File: config.mk
export PLATFORM = sky130hd
export DESIGN_NAME = pipeline_elastic_reg
export DESIGN_NICKNAME = d
export VERILOG_FILES = /design/src/rtl/pipeline_pkg.sv /design/src/rtl/sat_counter.sv /design/src/rtl/pipeline_elastic_reg.sv
export SDC_FILE = /design/constraint.sdc
export NUM_CORES = 1
export LEC_CHECK = 0
export CAP_MARGIN = 20
export CORE_ASPECT_RATIO = 0.7
export CORE_UTILIZATION = 44
export DETAILED_ROUTE_END_ITERATION = 7
export PLACE_DENSITY = 0.77
export REMOVE_ABC_BUFFERS = 1
export SETUP_SLACK_MARGIN = 0.5
export SLEW_MARGIN = 20
export SYNTH_ARGS = -nofsm -noshare
export SYNTH_HDL_FRONTEND = slang
export SYNTH_SLANG_ARGS = --single-unit
File: constraint.sdc
create_clock -name CLK -period 3.9 [get_ports CLK]
set_input_delay 0.585 -clock CLK [delete_from_list [all_inputs] [get_ports CLK]]
set_output_delay 0.585 -clock CLK [all_outputs]
set_load 0.1 [all_outputs]
File: src/rtl/pipeline_pkg.sv
// Shared definitions for the elastic pipeline registers between core stages.
package pipeline_pkg;

  typedef struct packed {
    logic [23:0] alu_result;
    logic [4:0]  rd;
    logic        mem_rd;
    logic        mem_wr;
    logic        reg_wr;
  } exmem_bundle_t;

  localparam int PL_MAX_DEPTH = 4;

  // Explicit wrap keeps non-power-of-2 depths correct.
  function automatic int unsigned pl_wrap(input int unsigned ptr, input int unsigned depth);
    return (ptr + 32'd1 >= depth) ? 32'd0 : ptr + 32'd1;
  endfunction

endpackage

File: src/rtl/sat_counter.sv
// Saturating up-counter; holds at all-ones instead of wrapping.
module sat_counter #(
  parameter int CNT_W = 16
) (
  input  logic             CLK,
  input  logic             sRST,
  input  logic             inc,
  output logic [CNT_W-1:0] value
);

  logic [CNT_W-1:0] value_q, value_d;

  always_comb begin
    value_d = value_q;
    if (inc && (value_q != '1)) value_d = value_q + CNT_W'(1);
  end

  always_ff @(posedge CLK) begin
    if (sRST) value_q <= '0;
    else      value_q <= value_d;
  end

  assign value = value_q;

endmodule

File: src/rtl/pipeline_elastic_reg.sv
// Elastic valid/ready pipeline register with a DEPTH-entry skid buffer,
// synchronous flush and a saturating back-pressure counter.
module pipeline_elastic_reg
  import pipeline_pkg::*;
#(
  parameter int WIDTH = $bits(exmem_bundle_t),
  parameter int DEPTH = 2,
  parameter int CNT_W = 16
) (
  input  logic             CLK,
  input  logic             sRST,
  input  logic             flush,
  input  logic             in_valid,
  output logic             in_ready,
  input  logic [WIDTH-1:0] in_data,
  output logic             out_valid,
  input  logic             out_ready,
  output logic [WIDTH-1:0] out_data,
  output logic [2:0]       count,
  output logic [CNT_W-1:0] stall_cnt
);

  localparam int         PW      = (DEPTH > 1) ? $clog2(DEPTH) : 1;
  localparam logic [2:0] DEPTH_C = 3'(DEPTH);

  logic [WIDTH-1:0] mem_q [DEPTH];
  logic [PW-1:0]    rd_ptr_q, rd_ptr_d;
  logic [PW-1:0]    wr_ptr_q, wr_ptr_d;
  logic [2:0]       count_q, count_d;
  logic             push, pop, stall_inc;

  // in_ready depends only on stored state and flush, never on out_ready.
  assign in_ready  = (count_q < DEPTH_C) & ~flush;
  assign out_valid = (count_q != 3'd0);
  assign out_data  = out_valid ? mem_q[rd_ptr_q] : '0;
  assign count     = count_q;

  assign push      = in_valid & in_ready;
  assign pop       = out_valid & out_ready;
  assign stall_inc = out_valid & ~out_ready;

  always_comb begin
    rd_ptr_d = rd_ptr_q;
    wr_ptr_d = wr_ptr_q;
    count_d  = count_q + {2'b00, push} - {2'b00, pop};
    if (pop)  rd_ptr_d = PW'(pl_wrap(32'(rd_ptr_q), DEPTH));
    if (push) wr_ptr_d = PW'(pl_wrap(32'(wr_ptr_q), DEPTH));
    if (flush) begin
      count_d  = 3'd0;
      rd_ptr_d = '0;
      wr_ptr_d = '0;
    end
  end

  always_ff @(posedge CLK) begin
    if (sRST) begin
      count_q  <= 3'd0;
      rd_ptr_q <= '0;
      wr_ptr_q <= '0;
    end else begin
      count_q  <= count_d;
      rd_ptr_q <= rd_ptr_d;
      wr_ptr_q <= wr_ptr_d;
    end
  end

  // Payload storage has no reset; out_data is masked while empty instead.
  always_ff @(posedge CLK) begin
    if (!sRST && push) mem_q[wr_ptr_q] <= in_data;
  end

  sat_counter #(.CNT_W(CNT_W)) u_stall_cnt (
    .CLK   (CLK),
    .sRST  (sRST),
    .inc   (stall_inc),
    .value (stall_cnt)
  );

  always_ff @(posedge CLK) begin
    if (!sRST) begin
      assert (count_q <= DEPTH_C);
      assert (!(push && (count_q == DEPTH_C)));
      assert (!(pop && (count_q == 3'd0)));
    end
  end

endmodule

# --- Yosys cells after proc, flatten, opt, wreduce, memory -nomap -nowiden ---
# Memory sizes are Yosys's and may differ from the RTL's. A register that Yosys moved wholly into a read port is not among the register bits.
# Index checks and enable logic that the tools add are counted.
word_totals:
  regBits: 21
  mem_bits_rw: 64
  inputBits: 37
  output_inout_bits: 53
  wordCells: 32
  n_memories: 1
classes:
  add_sub_neg: 5
  magnitude_cmp: 3
  eq_ne: 1
  mux: 7
  bitwise_logic: 6
  n_reduce_logical: 5
memory_table:
  columns: ["memory", "depth", "word_bits", "read_ports", "rd_clocked_by_memory_dff", "write_ports", "line_no", "text"]
  rows:
  - ["mem_q", 2, 32, 1, 1, 1, "pipeline_elastic_reg.sv:26", "logic [WIDTH-1:0] mem_q [DEPTH];"]
op_table:
  columns: ["operator", "count"]
  rows:
  - ["32-bit 2-to-1 mux", 1]
  - ["16-bit by 1-bit adder with 16-bit output, second input constant", 1]
  - ["16-bit != test, second input constant", 1]
  - ["1-bit 2-to-1 mux", 6]
  - ["1-bit by 1-bit adder with 2-bit output, second input constant", 2]
  - ["1-bit bitwise AND", 4]
  - ["2-bit greater-or-equal comparator, second input constant", 2]
  - ["3-bit by 1-bit adder with 3-bit output", 1]
  - ["3-bit by 2-bit less-than comparator with 1-bit output, second input constant", 1]
  - ["3-bit nonzero test", 1]
  - ["3-bit by 1-bit subtractor with 3-bit output", 1]
  - ["1-bit logical AND", 2]
  - ["1-bit inverter", 2]
  - ["2-bit OR reduction", 1]
  - ["1-bit logical NOT", 1]

# --- Longest topological paths before layout ---
# Gate-level depths: netlist of the first run.
logic_depth:
  ltp_word: 6
  ltp_mapped: 11
  mapped_depth_nobuf: 11

# --- Modules after synthesis ---
# Synthesis of the first run repeated with hierarchy kept, for this count alone.
hier_totals:
  cells_unflattened: 269
  area_unflattened_um2: 3585.9
by_module_without_submodules:
  columns: ["mod", "n_inst", "cells_each", "area_per_inst_um2", "seq_area_each_um2"]
  rows:
  - ["pipeline_elastic_reg", 1, 170, 2737.6, 2042.0]
  - ["sat_counter", 1, 99, 848.3, 320.3]

# --- Least setup slack after synthesis of the first run ---
# No wires, ideal clock.
synth_timing:
  kind: "flip-flop to flip-flop"
  start: "register count_q[1] (netlist: count[1])"
  end: "memory mem_q[1][0] (netlist name) (enable)"
  setup_time_ns: 0.468
  arrival_time_ns: 5.157
  t_required_ns: 3.432
  path_slack_ns: -1.725
  stages_incl_launch_ff: 6
  n_path_buf: 0
  period_less_slack_ns: 5.625
  cell_sequence: "dfxtp_1 inv_1 ha_1 nor2b_1 nand2_1 nor3b_1"
synth_via:
  elab_chain_len: 6
synth_rtl:
  columns: ["element", "line_no", "text"]
  rows:
  - ["from (decl)", "pipeline_elastic_reg.sv:29", "logic [2:0] count_q, count_d;"]
  - ["from (signal assigned)", "pipeline_elastic_reg.sv:61", "count_q <= count_d;"]
  - ["3-bit by 2-bit less-than comparator with 1-bit output", "pipeline_elastic_reg.sv:33", "assign in_ready = (count_q < DEPTH_C) & ~flush;"]
  - ["1-bit bitwise AND", "pipeline_elastic_reg.sv:33", null]
  - ["via in_ready", "pipeline_elastic_reg.sv:14", "output logic in_ready,"]
  - ["1-bit bitwise AND", "pipeline_elastic_reg.sv:38", "assign push = in_valid & in_ready;"]
  - ["1-bit logical AND", "pipeline_elastic_reg.sv:69", "if (!sRST && push) mem_q[wr_ptr_q] <= in_data;"]
  - ["1-bit 2-to-1 mux", "pipeline_elastic_reg.sv:69", null]
  - ["1-bit 2-to-1 mux (implied by the code)", "pipeline_elastic_reg.sv:69", null]
  - ["to (decl)", "pipeline_elastic_reg.sv:26", null]
# The timed path passes the listed nets, and every way through them passes these cells.

==> results of run 1 <==
==> Yosys cell counts, types with 2 or more instances <==
| cell | n | share of area (%) |
|---|---|---|
| inv_1 | 8 | 0.84 |
| ha_1 | 4 | 1.4 |
| xnor2_1 | 2 | 0.49 |
| and3_1 | 2 | 0.35 |
| nand3_1 | 6 | 0.84 |
| edfxtp_1 | 64 | 54 |
| nor3_1 | 7 | 0.98 |
| nand3b_1 | 2 | 0.42 |
| o21ai_0 | 5 | 0.70 |
| nor2_1 | 37 | 3.9 |
| nand4_1 | 5 | 0.88 |
| clkbuf_1 | 8 | 0.84 |
| or3_1 | 2 | 0.35 |
| or4_1 | 10 | 2.1 |
| dfxtp_1 | 22 | 12 |
| mux2i_1 | 33 | 9.3 |
| buf_1 | 3 | 0.32 |
| nand2_1 | 6 | 0.63 |
| o31ai_1 | 8 | 1.7 |
| a21oi_1 | 12 | 1.7 |
| nor3b_1 | 2 | 0.42 |
| or3_2 | 2 | 0.42 |
| and3b_1 | 2 | 0.49 |
| nor2b_1 | 2 | 0.35 |
| nor4_1 | 3 | 0.53 |
==> layer usage <==
metal  wire length (um)  global-route usage, %
met1               3180                   24.7
met2               3780                   30.1
met3                580                   5.19
met4                 38                   4.80
met5                  0                      0
==> state kept, by name, indices dropped and copies added (netlist names), named ones only <==
register	count
count	3
wr_ptr_q	1
u_stall_cnt.value	16
rd_ptr_q	1
mem_q	64
==> logic make-up (layout without fill, tap and decap cells) <==
| logic type | count (synthesis) | in the layout | synth area share [%] |
|---|---|---|---|
| xor+xnor | 3 | 3 | 0.739 |
| buf+inv | 21 | 120 | 2.36 |
| mux | 34 | 34 | 9.60 |
| simple gates | 94 | 94 | 14.2 |
| flops | 86 | 86 | 66.4 |
| fa+ha+maj | 5 | 5 | 1.97 |
| compound gates | 28 | 28 | 4.71 |
==> layout by cell type, fill, tap and decap left out, drive strengths merged, types with 2 or more instances in the layout <==
cell,Yosys,routed
a21oi,12,12
and3,2,2
and3b,2,2
buf,5,16
clkbuf,8,9
clkdlybuf4s50,0,80
clkinv,0,2
clkinvlp,0,3
dfxtp,22,22
edfxtp,64,64
ha,4,4
inv,8,9
mux2i,33,33
nand2,6,6
nand3,7,7
nand3b,2,2
nand4,5,5
nor2,37,37
nor2b,2,2
nor3,8,8
nor3b,2,2
nor4,3,3
o21ai,5,5
o31ai,8,8
or3,4,4
or4,11,11
xnor2,2,2
==> critical path, cell delays in order (launching register included) <==
cell	delay (ps)
dfxtp_2	820
mux2i_1	200
nor2_1	140
clkdlybuf4s50_1	1140
==> power by group <==
group / switching [mW] / internal [mW] / leakage, nW / total, mW
Combinational: 0.307 / 0.110 / 0.656 / 0.417
Sequential: 0.0111 / 1.00 / 0.759 / 1.01
Clock: 0.344 / 0.497 / 0.136 / 0.841
==> layout make-up <==
cell class              instances  area (sq um)
flip-flops and latches         86          2360
clock inverters                 7          73.8
well taps                     101           126
fillers                       639          2960
inverters                       8          30.0
clock buffers                   9           225
repair buffers                 96           921
multi-input cells             164          1130
==> path summary, 6_finish.rpt <==
check	start	to	slack (ps)	cells past startpoint
worst max-delay path	flip-flop	out_data[20]	670	3
worst min-delay path	u_stall_cnt.value[14]	u_stall_cnt.value[14]	530	2
worst max register to register	count[1]	count[2]	1310	10
worst min register to register	u_stall_cnt.value[14]	u_stall_cnt.value[14]	530	2
==> flow_summary.toml, run 1 <==
[place]
portBuffers = 89
place_congestion = 0.806
placed_cell_area_sq_um = 4570
place_ws_ps = 1000
dp_hpwl_mm = 5.08
placedCellCount = 455

[layout]
finalInstanceArea_sq_um = 4870
stdcell_count = 471
nNetsFinal = 407
fin_util_pct = 62.2
diodes = 0
area_delta_synth_final_pct = 37.0
drive_above_1_share_pct = 11.1

[floorplan]
dieWidth_um = 109
die_area_sq_um = 8450
chipHeight_um = 77.2
initial_core_util_pct = 45.4
boundaryPins = 90
core-area_sq_um = 7840
num_rows = 27

[job]
maxCapViolCount = 0

[clocking]
cts_setup_buffers = 0
clk_latency_ps = 330
cts_buffers = 9
ctsResizeCount = 0
cts_tree = "yes"
clkTransAtPathRegs_ps = 60
cts_sinks = 86
cts-hold-fix-buffers = 0
cts_max_path_buffers = 2
htreeDepth = 3
clk_root_buffer_cell = "clkbuf_16"

[logic_synthesis]
ys_types = 39
async_flop_share_pct = 0
yosys_warnings = 0
ys_seq_area_share_pct = 66.4
synth_area_per_cell_sq_um = 13.1
ys_ff_latch = 86
ys.flop_type = "edfxtp_1"
synth_area_sq_um = 3560
synth_cells = 271
synth_edf_count = 64

[sta]
tns_ps = 0
fin_crit_sh_pct = 82.7
hold_viol = 0
hold_ws_ps = 529
setup_viol = 0
fmax_mhz = 310
relSlewSlack_pct = 34.3
setup_ws_ps = 673
maxSlewViolCount = 0
fin_skew_ps = 4.73
fin_crit_ps = 3230
rsz0062_at_grt = "false"
worst_pin_slew_ps = 983

[global_route]
grt_start_max_net_pins = 33
antenna_found_initial = 0
gr-total-overflow = 0
grt_first_pass_wirelength_mm = 11.7
grtUsageTotal_pct = 18.6
grt_pass1_vias = 2414

[worst_setup_path]
critPathKind = "flip-flop to output pin"
worstPathArrival_ps = 2640
cp_max_fo = 25
crit_required_ps = 3310
critPathLaunchType = "flip-flop"
cp-end-kind = "output pin"

[power]
powerDensity_nw_per_um2 = 466
p_total_mw = 2.27
ir_worst_vdd_mv = 0.286
p_leak_nw = 1.55

[drt]
drc_errors = 0
via_count = 2526
viasPerCell = 5.36
drt_pre_antenna_iters = 4
routed_wl_mm = 7.57
antenna_left = 0
drtIter0Drc = 137
wl_per_cell_um = 16.1

[status]
outcome = "complete, no violations"

[worst_hold_path]
hold_class = "flip-flop to flip-flop"
No activity file was read; power rests on OpenSTA's default activity.
==> inputs of run 2 (changes only) <==
CORE_UTILIZATION = 49   (was 44)
PLACE_DENSITY = 0.81   (was 0.77)
clock period = 3.11 ns   (was 3.9 ns; I/O delays follow)
==> run 2 against run 1 <==
Clock-buffer cell count unchanged. Register-to-register slack got worse by 550 ps. Sequential power rose by 26%. Core utilization grew 5.5 points. Worst hold slack got worse by 14 ps.
==> flow_summary.toml, run 2 (same netlist as run 1, synthesis figures left out) <==
[drt]
drtIter0Drc = 119
drt_pre_antenna_iters = 4
wl_per_cell_um = 15.4
drc_errors = 0
via_count = 2488
routed_wl_mm = 7.13
viasPerCell = 5.36
antenna_left = 0

[sta]
relSlewSlack_pct = 64.9
fin_skew_ps = 9.82
worst_pin_slew_ps = 526
rsz0062_at_grt = "false"
fmax_mhz = 413
fin_crit_ps = 2420
hold_viol = 0
setup_viol = 0
setup_ws_ps = 690
maxSlewViolCount = 0
tns_ps = 0
fin_crit_sh_pct = 77.8

[place]
placedCellCount = 448
dp_hpwl_mm = 4.78
place_congestion = 0.848
portBuffers = 89
place_ws_ps = 459

[worst_setup_path]
worstPathArrival_ps = 1950
crit_chain = "buf_4 > mux2i_1 > nor2_1 > buf_4"
cp_max_fo = 17
cp_top_family = "buffers and inverters"
cp-end-kind = "output pin"
critPathLaunchType = "flip-flop"
crit_path_frequent_cell = "buf_4"
critPathKind = "flip-flop to output pin"
crit_required_ps = 2640
cpPeakStageDelay_ps = 670
cp_num_buf_inv = 2
critical-path-slowest-cell = "dfxtp_2"

[layout]
layout_common_cells = "edfxtp_1 (64), buf_4 (60), nor2_1 (37), clkdlybuf4s50_1 (36), mux2i_1 (33)"
diodes = 0
stdcell_count = 464
largest_register = "mem_q"
area_delta_synth_final_pct = 31.0
fillers = 529
largest_register_ffs = 64
drive_above_1_share_pct = 23.0
seq_area_sq_um = 2360
final_common_cell = "edfxtp_1"
nNetsFinal = 407
fin_util_pct = 67.7
multi_input_comb_area_sq_um = 1130

[clocking]
cts_buffers = 9
clk_latency_ps = 340
cts-hold-fix-buffers = 0
cts_tree = "yes"
cts_max_path_buffers = 2
clk_root_buffer_cell = "clkbuf_8"
ctsResizeCount = 0
cts_sinks = 86
htreeDepth = 3
cts_setup_buffers = 0
clkTransAtPathRegs_ps = 90

[floorplan]
die_area_sq_um = 7610
core-area_sq_um = 6880
boundaryPins = 90
initial_core_util_pct = 51.7
num_rows = 25
dieWidth_um = 104
chipHeight_um = 73.3

[job]
maxCapViolCount = 0

[global_route]
grt_start_max_net_pins = 33
grtUsageTotal_pct = 19.2
gr-total-overflow = 0
antenna_found_initial = 0
grt_pass1_vias = 2267
grt_first_pass_wirelength_mm = 11.0

[power]
pwr-share-clk_pct = 30.6
intPower_mw = 1.76
power_frac_comb_pct = 20.1
power.share.switching_pct = 31.3
ir_worst_vdd_mv = 0.317
p_total_mw = 2.57
switchingPower_mw = 0.804
pwr-share-seq_pct = 49.3
powerDensity_nw_per_um2 = 551
p_leak_nw = 1.60

[status]
outcome = "complete, no violations"

[worst_hold_path]
hold_class = "flip-flop to flip-flop"
==> run 2: final cells by class <==
type | instances | area share (%)
flip-flops and latches | 86 | 50.7
well taps | 94 | 2.52
inverters | 8 | 0.645
repair buffers | 96 | 17.4
clock inverters | 7 | 1.69
clock buffers | 9 | 2.66
multi-input cells | 164 | 24.3
==> run 2: worst paths after layout <==
path | start | end | slack, ps | cells after the start
min | u_stall_cnt.value[15] | u_stall_cnt.value[15] | 520 | 2
min reg2reg | u_stall_cnt.value[15] | u_stall_cnt.value[15] | 520 | 2
max | flip-flop | out_data[3] | 690 | 4
max reg2reg | count[1] | count[2] | 760 | 11
==> run 2: per-layer routing <==
metal	vias up	wire length (um)	part of all wire [%]	track usage, %
met5	-	0	0	0
met4	0	50	0.70	7.14
met3	5	480	6.7	6.03
met2	85	3320	47	30.5
met1	1188	3270	46	25.1
li1	1210	-	-	-
==> run 2: worst min-delay path, delay by kind of cell (launching register included) <==
family	cells	cell delay, ps
AOI/OAI and AO/OA	2	130
DFF	1	350
==> run 2: power groups by stage <==
stage / clock network (mW) / registers, mW / logic (mW)
after CTS: 0.808 / 1.27 / 0.517
after global placement: 0 / 1.29 / 0.511
after global routing: 0.856 / 1.27 / 0.536
after detailed placement: 0 / 1.29 / 0.516
after floorplan: 0 / 1.32 / 0.339
final: 0.785 / 1.27 / 0.516
==> run 2: through the flow <==
stage | area, sq um | hold slack, ps
4_1_cts | 4660 | 517
2_1_floorplan | 3500 | 518
6_report | 4660 | 516
3_3_place_gp | 4460 | 491
3_5_place_dp | 4460 | 501
5_1_grt | 4660 | 560
==> inputs of run 3 (changes only) <==
CORE_UTILIZATION = 44   (was 49)
PLACE_DENSITY = 0.77   (was 0.81)
clock period = 2 ns   (was 3.11 ns; I/O delays follow)
==> run 3 against run 2 <==
The run now ends with negative setup slack left. Clock skew decreased by 2.8 ps. Total power rose by 95%. Highest routed layer unchanged. Sequential share of layout area fell by 15 points. Sequential power up 55%. Flip-flop and latch count stayed put. Worst hold slack worse by 6.3 ps. Via count grew 28%. Clock power rose by 110%. Setup slack got worse by 710 ps. Largest power group unchanged. Clock-buffer cell count unchanged. Critical endpoint is now u_stall_cnt.value[11].
==> flow_summary.toml, run 3 (same netlist as run 1, synthesis figures left out) <==
[status]
outcome = "finished, violations left"
violations = "negative setup slack"

[sta]
maxSlewViolCount = 0
hold_viol = 0
setup_ws_ps = -22.1
setup_viol = 1
fin_skew_ps = 7.05
rsz0062_at_grt = "true"
hold_ws_ps = 509
worst_pin_slew_ps = 430
relSlewSlack_pct = 71.3
fin_crit_ps = 2020
fmax_mhz = 495
tns_ps = -22.1
fin_crit_sh_pct = 101

[worst_setup_path]
reg2regPathDepth = 6
worstPathArrival_ps = 2240
critical-path-slowest-cell = "or4_4"
r2r-end = "u_stall_cnt.value[11]"
critPathKind = "flip-flop to flip-flop"
r2r-start = "count[1]"
cp_num_buf_inv = 2
cp-end-kind = "flip-flop"
r2r_slack_ps = -20
crit_path_frequent_cell = "buf_6"
crit_chain = "nor3_4 > buf_6 > buf_6 > or4_4 > or4b_1 > and3b_1"
critPathLaunchType = "flip-flop"
cpPeakStageDelay_ps = 530
cp_max_fo = 4
cp_top_family = "simple AND/OR/NAND/NOR gates"
crit_required_ps = 2220

[power]
p_leak_nw = 2.35
power_frac_comb_pct = 27.2
pwr-share-clk_pct = 33.6
pwr-share-seq_pct = 39.2
p_total_mw = 5.01
switchingPower_mw = 1.52
powerDensity_nw_per_um2 = 753
power.share.switching_pct = 30.4
intPower_mw = 3.49
ir_worst_vdd_mv = 0.600

[floorplan]
num_rows = 27
initial_core_util_pct = 45.4
boundaryPins = 90
die_area_sq_um = 8450
dieWidth_um = 109
core-area_sq_um = 7840
chipHeight_um = 77.2

[global_route]
grt_first_pass_wirelength_mm = 16.0
antenna_found_initial = 0
grt_pass1_vias = 2958
gr-total-overflow = 0
grtUsageTotal_pct = 26.2
grt_start_max_net_pins = 24

[layout]
largest_register = "mem_q"
layout_common_cells = "edfxtp_1 (64), buf_4 (43), buf_12 (42), clkdlybuf4s50_1 (35), buf_6 (34)"
drive_above_1_share_pct = 56.9
final_common_cell = "edfxtp_1"
largest_register_ffs = 64
finalInstanceArea_sq_um = 6660
area_delta_synth_final_pct = 87.2
diodes = 0
fin_util_pct = 85.0
nNetsFinal = 478

[drt]
routed_wl_mm = 13.5
wl_per_cell_um = 24.9
drc_errors = 0
drtIter0Drc = 279
via_count = 3177
antenna_left = 0
viasPerCell = 5.86
drt_pre_antenna_iters = 5

[clocking]
clkTransAtPathRegs_ps = 70
cts_buffers = 9
clk_root_buffer_cell = "clkbuf_16"
cts-hold-fix-buffers = 0
cts_tree = "yes"
cts_max_path_buffers = 2
clk_latency_ps = 330
cts_sinks = 86
htreeDepth = 3

[job]
maxCapViolCount = 0

[place]
placed_cell_area_sq_um = 5050
portBuffers = 89
place_congestion = 0.838
dp_hpwl_mm = 5.43

[worst_hold_path]
hold_path_end = "u_stall_cnt.value[13]"
hold_path_startpoint = "u_stall_cnt.value[13]"
hold_depth = 2
hold_class = "flip-flop to flip-flop"
==> run 3: how the worst max path moves through the flow <==
stage          startpoint               endpoint  depth (start not counted)
2_1_floorplan    count[1]            mem_q[1][0]                          5
3_3_place_gp        flush               count[2]                         10
3_5_place_dp        flush               count[2]                         10
4_1_cts          count[1]               count[1]                          9
5_1_grt          count[1]  u_stall_cnt.value[11]                          6
6_report         count[1]  u_stall_cnt.value[11]                          6
==> run 3: layer usage <==
metal / wire length (um) / part of all wire [%] / global-route usage (%) / vias up
met5: 0 / 0 / 0 / -
met4: 467 / 3.5 / 4.80 / 0
met3: 948 / 7.0 / 7.14 / 50
met2: 6730 / 50 / 44.6 / 207
met1: 5350 / 40 / 33.6 / 1563
li1: - / - / - / 1357
==> run 3: layout make-up <==
cell class | instances | area (sq um)
clock inverters | 7 | 71.3
clock buffers | 9 | 225
multi-input cells | 164 | 1600
repair buffers | 167 | 2200
flip-flops and latches | 86 | 2400
inverters | 8 | 32.5
fillers | 340 | 1180
well taps | 101 | 126
==> run 3: metrics by stage <==
stage	instances	worst slack, ps
4_1_cts	523	89.3
3_3_place_gp	472	-157
5_1_grt	542	-59.7
2_1_floorplan	258	-3630
3_5_place_dp	472	-250
6_report	542	-22.1
==> run 3: worst reg2reg max path, cell delays in order (launching register included) <==
cell and delay (ps):
dfxtp_4 390, nor3_4 60, buf_6 120, buf_6 120, or4_4 530, or4b_1 500, and3b_1 190
==> run 3: what timing repair did <==
item                                    in CTS  in global routing
gates resized for setup                     93                 93
pin swaps                                   24                 27
endpoints found under the hold margin        0                  0
cloned                                       7                  4
setup buffers                               28                 15
endpoints found under the setup margin     117                120
==> run 3: power groups by stage <==
stage	registers, mW	logic (mW)	clock network [mW]
after floorplan	2.05	0.527	0
after global placement	2.00	0.999	0
after detailed placement	2.00	1.01	0
after CTS	1.96	1.15	1.66
after global routing	1.97	1.40	1.76
final	1.97	1.36	1.68
